### src/rtl/serial_subtractor.sv
// serial_subtractor: bit-serial two's-complement subtractor, a - b - bin.
// One full-subtractor cell walks the operands LSB first and keeps the borrow
// in a register. The result is assembled MSB-down in a shift register.
// The output flags are loaded only on the edge that completes an operation.
module serial_subtractor #(
    parameter int WIDTH = 4
) (
    input  logic             clk,
    input  logic             rst_n,
    input  logic             start,
    input  logic [WIDTH-1:0] a,
    input  logic [WIDTH-1:0] b,
    input  logic             bin,
    output logic [WIDTH-1:0] diff,
    output logic             bout,
    output logic             ovf,
    output logic             zero,
    output logic             busy,
    output logic             done
);

    localparam int CW = (WIDTH > 1) ? $clog2(WIDTH) : 1;

    localparam logic [1:0] ST_IDLE  = 2'd0;
    localparam logic [1:0] ST_SHIFT = 2'd1;
    localparam logic [1:0] ST_DONE  = 2'd2;

    localparam logic [CW-1:0] CNT_ZERO = {CW{1'b0}};
    localparam logic [CW-1:0] CNT_ONE  = CW'(1);
    localparam logic [CW-1:0] CNT_LAST = CW'(WIDTH - 1);

    // Full-subtractor difference bit.
    function automatic logic fs_diff(input logic x, input logic y, input logic bi);
        return x ^ y ^ bi;
    endfunction

    // Full-subtractor borrow: borrow when x < y + bi for single bits.
    function automatic logic fs_borrow(input logic x, input logic y, input logic bi);
        return (~x & y) | (~(x ^ y) & bi);
    endfunction

    logic [1:0]       state_q, state_d;
    logic [WIDTH-1:0] ra_q, ra_d;
    logic [WIDTH-1:0] rb_q, rb_d;
    logic [WIDTH-1:0] rd_q, rd_d;
    logic             brw_q, brw_d;
    logic             sa_q, sa_d;
    logic             sb_q, sb_d;
    logic [CW-1:0]    cnt_q, cnt_d;
    logic [WIDTH-1:0] diff_q, diff_d;
    logic             bout_q, bout_d;
    logic             ovf_q, ovf_d;
    logic             zero_q, zero_d;
    logic             busy_q, busy_d;
    logic             done_q, done_d;

    logic             d_s;
    logic             brw_nxt_s;
    logic [WIDTH-1:0] res_s;

    assign d_s       = fs_diff(ra_q[0], rb_q[0], brw_q);
    assign brw_nxt_s = fs_borrow(ra_q[0], rb_q[0], brw_q);
    assign res_s     = {d_s, rd_q[WIDTH-1:1]};

    // Next-state, datapath and result-register computation.
    always_comb begin
        state_d = state_q;
        ra_d    = ra_q;
        rb_d    = rb_q;
        rd_d    = rd_q;
        brw_d   = brw_q;
        sa_d    = sa_q;
        sb_d    = sb_q;
        cnt_d   = cnt_q;
        diff_d  = diff_q;
        bout_d  = bout_q;
        ovf_d   = ovf_q;
        zero_d  = zero_q;

        case (state_q)
            ST_IDLE, ST_DONE: begin
                if (start) begin
                    ra_d    = a;
                    rb_d    = b;
                    brw_d   = bin;
                    sa_d    = a[WIDTH-1];
                    sb_d    = b[WIDTH-1];
                    cnt_d   = CNT_ZERO;
                    rd_d    = {WIDTH{1'b0}};
                    state_d = ST_SHIFT;
                end else begin
                    state_d = ST_IDLE;
                end
            end
            ST_SHIFT: begin
                brw_d = brw_nxt_s;
                rd_d  = res_s;
                ra_d  = {1'b0, ra_q[WIDTH-1:1]};
                rb_d  = {1'b0, rb_q[WIDTH-1:1]};
                if (cnt_q == CNT_LAST) begin
                    // Hold the counter on the last bit so it never wraps.
                    cnt_d   = cnt_q;
                    state_d = ST_DONE;
                    diff_d  = res_s;
                    bout_d  = brw_nxt_s;
                    zero_d  = (res_s == {WIDTH{1'b0}});
                    ovf_d   = (sa_q != sb_q) && (d_s != sa_q);
                end else begin
                    cnt_d   = cnt_q + CNT_ONE;
                    state_d = ST_SHIFT;
                end
            end
            default: begin
                state_d = ST_IDLE;
            end
        endcase

        busy_d = (state_d == ST_SHIFT);
        done_d = (state_d == ST_DONE);
    end

    // State and datapath registers with asynchronous clear.
    always_ff @(posedge clk or negedge rst_n) begin
        if (!rst_n) begin
            state_q <= ST_IDLE;
            ra_q    <= {WIDTH{1'b0}};
            rb_q    <= {WIDTH{1'b0}};
            rd_q    <= {WIDTH{1'b0}};
            brw_q   <= 1'b0;
            sa_q    <= 1'b0;
            sb_q    <= 1'b0;
            cnt_q   <= CNT_ZERO;
            diff_q  <= {WIDTH{1'b0}};
            bout_q  <= 1'b0;
            ovf_q   <= 1'b0;
            zero_q  <= 1'b0;
            busy_q  <= 1'b0;
            done_q  <= 1'b0;
        end else begin
            state_q <= state_d;
            ra_q    <= ra_d;
            rb_q    <= rb_d;
            rd_q    <= rd_d;
            brw_q   <= brw_d;
            sa_q    <= sa_d;
            sb_q    <= sb_d;
            cnt_q   <= cnt_d;
            diff_q  <= diff_d;
            bout_q  <= bout_d;
            ovf_q   <= ovf_d;
            zero_q  <= zero_d;
            busy_q  <= busy_d;
            done_q  <= done_d;
        end
    end

    assign diff = diff_q;
    assign bout = bout_q;
    assign ovf  = ovf_q;
    assign zero = zero_q;
    assign busy = busy_q;
    assign done = done_q;

endmodule

### config.mk
export PLATFORM = sky130hd
export DESIGN_NAME = serial_subtractor
export DESIGN_NICKNAME = d
export VERILOG_FILES = /design/src/rtl/serial_subtractor.sv
export SDC_FILE = /design/constraint.sdc
export NUM_CORES = 1
export LEC_CHECK = 0
export CAP_MARGIN = 20
export CORE_MARGIN = 5
export CORE_UTILIZATION = 45
export DETAILED_ROUTE_END_ITERATION = 6
export PLACE_DENSITY = 0.69
export SYNTH_ARGS = -nofsm -noshare
export SYNTH_HDL_FRONTEND = slang
export SYNTH_SLANG_ARGS = --single-unit
### constraint.sdc
create_clock -name clk -period 2.1 [get_ports clk]
set_input_delay 0.63 -clock clk [delete_from_list [all_inputs] [get_ports clk]]
set_output_delay 0.63 -clock clk [all_outputs]
set_load 0.005 [all_outputs]
==> results.txt, run 1 <==
Synth warnings: 0
hold buffer count at CTS: 0
largest net degree at the start of global routing: 28
crit-path cells: clkdlybuf4s50_1
Syn Area/Cell: 12.1 sq um
post-layout min period: 1830 ps
per-cell routed wire length: 14.9 um
later-pin clock latency in the skew report: 320 ps
worst hold path class: flop to flop
synthesized net count: 121
CTS Buf Count: 3
number of cells on the critical path: 1
Synth Area in Compound Gates: 14.0%
WHS Path Cells: 2
RSZ-0062 raised after global routing: no
I/O pin cnt: 21
largest area contributor in the netlist: dfrtp_1
critical-path maximum fanout: 2
Vias/cell: 5.32
Num Clock Sinks: 27
main combinational cell family by area after synthesis: multiplexers
Area Overhead vs Synth: 18.4%
Seq/Total Area, Yosys: 52.1%
top_reg_cell synth: dfrtp_1
initial core utilization: 47.1%
XOR/XNOR Fraction of Synth Area: 0.675%
fin nets: 143
die area: 4060 sq um
CP max stage delay: 500 ps
Commonest cells post-synth: dfrtp_1 (27), a21oi_1 (9), mux2_2 (8), mux2i_1 (8)
htree depth: 1
CP required: 1470 ps
worst r2r dst: zero
number of diodes: 0
fmax: 547 MHz
count leader, synth: dfrtp_1
reg-to-reg startpoint: rb_q[0]
critical path endpoint category: output pin
dpl cells: 155
initial antenna violation count: 0
drt total wl: 2.37 mm
final cell count without fillers: 159
R2R depth: 4
Unique masters post-synth: 26
Cells after Synth: 107
Area after DPL: 1510 sq um
Critical Path AT: 1200 ps
Slew Viols, Final: 0
Worst IR Drop VDD: 0.000820 V
GRT Util Overall: 13.8%
DP HPWL: 1.75 mm
leakage power total: 0.000695 uW
row count: 19
top area cells in the synthesized netlist: dfrtp_1 (52%), mux2_2 (6.9%), mux2i_1 (6.2%)
EDFF count, synth: 0
outcome: finished clean
Clock Pin Slew Worst Setup and Hold Paths: 140 ps
Worst-Margin Slew: 669 ps
TritonCTS clock tree: built
Synth Cell Area: 1300 sq um
Async SR Flop Fraction: 100%
post-synthesis simple-gate area fraction: 9.84%
Longest Clk Path Bufs: 2
endpoints failing setup: 0
Post-CTS Resized: 0
drt first pass iters: 3
Die Ht: 63.7 um
first-pass GRT wire length: 4.46 mm
Critical path destination: ovf
vias in the first global route: 955
Top delay family on crit path: buffers and inverters
DR DRC count: 0
startpoint types: flop
CP startpoint: ovf
post-synthesis mux area share: 15.4%
crit path buf inv count: 1
slowest CP cell: clkdlybuf4s50_1
Final Skew: 7.27 ps
Power Total: 2130 uW
Crit Path Class: flop to output pin
share of layout cells above drive strength 1: 15.6%
Post-Synth Adder-Cell Area: 2.51%
max-cap viol count: 0
slew margin rel.: 55.4%
Root Buffer: clkbuf_4
Final Cycle Share: 87.0%
grt total ovfl: 0
Die X-Extent: 63.7 um
antenna-violating nets left: 0
#FFs+latches synth: 27
post-route cell area: 1540 sq um
port bufs: 20
core area: 2760 sq um
final hold vios: 0
Pwr Density: 1390 nW/um^2
internal reg-to-reg setup slack: 350 ps
1st-iter DRT viols: 20
total number of vias: 846
TNS Setup: 0 ps
post-CTS repair timing setup buffer count: 0
Routability Congestion: 0.727
top cell type's share of synthesized area: 52.1%
[sequential cells by signal, summed over array words and instances, names as in the netlist, 2 cells and up]
name and count:
cnt_q 2, diff 4, ra_q 4, rb_q 4, rd_q 3, state_q 2
[worst min-delay path by stage]
stage / from / endpoint / slack (ps)
3_3_place_gp: zero / zero / 470
3_5_place_dp: zero / zero / 480
6_report: zero / zero / 500
5_1_grt: diff[0] / diff[0] / 560
2_1_floorplan: rst_n / bout / 330
4_1_cts: zero / zero / 510
[layer usage]
metal / vias to the layer above / share of wire [%] / global-route usage (%)
li1: 424 / - / -
met1: 404 / 45 / 16.2
met2: 14 / 49 / 23.7
met5: - / 0 / 0
met4: 0 / 1.1 / 3.90
met3: 4 / 4.0 / 4.62
[cell usage in the layout, fill, tap and decap left out, drive strengths merged]
master         count
a211oi             7
a21o               2
a21oi              9
a22o               5
and3b              1
buf                4
clkbuf             4
clkdlybuf4s50     20
dfrtp             27
fa                 1
ha                 1
inv                4
mux2              10
mux2i              8
nand2              3
nand3              2
nand3b             1
nor2               4
nor2b              8
o21ai              5
or4                1
xor2               1
[power breakdown]
part | internal [uW] | switching, uW
combinational | 566 | 389
clock | 74.4 | 145
sequential | 748 | 206
[per-stage QoR]
step | setup WS, ps | hold WS, ps | util [%]
6_report | 272 | 504 | 55.7
5_1_grt | 188 | 557 | 55.7
4_1_cts | 250 | 513 | 55.7
3_5_place_dp | 240 | 482 | 54.8
3_3_place_gp | 276 | 470 | 54.8
2_1_floorplan | 488 | 334 | -
[layout make-up]
class | count | area (sq um)
clock buffers | 4 | 26.3
well taps | 31 | 38.8
repair buffers | 24 | 230
multi-input cells | 69 | 551
fillers | 260 | 1220
inverters | 4 | 15.0
flip-flops and latches | 27 | 676
[kinds of logic (layout without fill, tap and decap cells)]
group                    after synthesis  after routing
buffers and inverters                 11             32
AND/OR/NAND/NOR                       20             20
flip-flops                            27             27
adder cells (fa/ha/maj)                2              2
multiplexers                          18             18
AO/OA/AOI/OAI                         28             28
XOR/XNOR                               1              1
No activity file was read; power rests on OpenSTA's default activity.
==> run 2, diff against run 1 <==
--- a/config.mk
+++ b/config.mk
@@ -10,6 +10,7 @@
 export CORE_UTILIZATION = 45
 export DETAILED_ROUTE_END_ITERATION = 6
 export PLACE_DENSITY = 0.69
+export SKIP_LAST_GASP = 1
 export SYNTH_ARGS = -nofsm -noshare
 export SYNTH_HDL_FRONTEND = slang
 export SYNTH_SLANG_ARGS = --single-unit
==> results of run 2 <==
The final DEF is identical to that of run 1; final timing and power are the same.
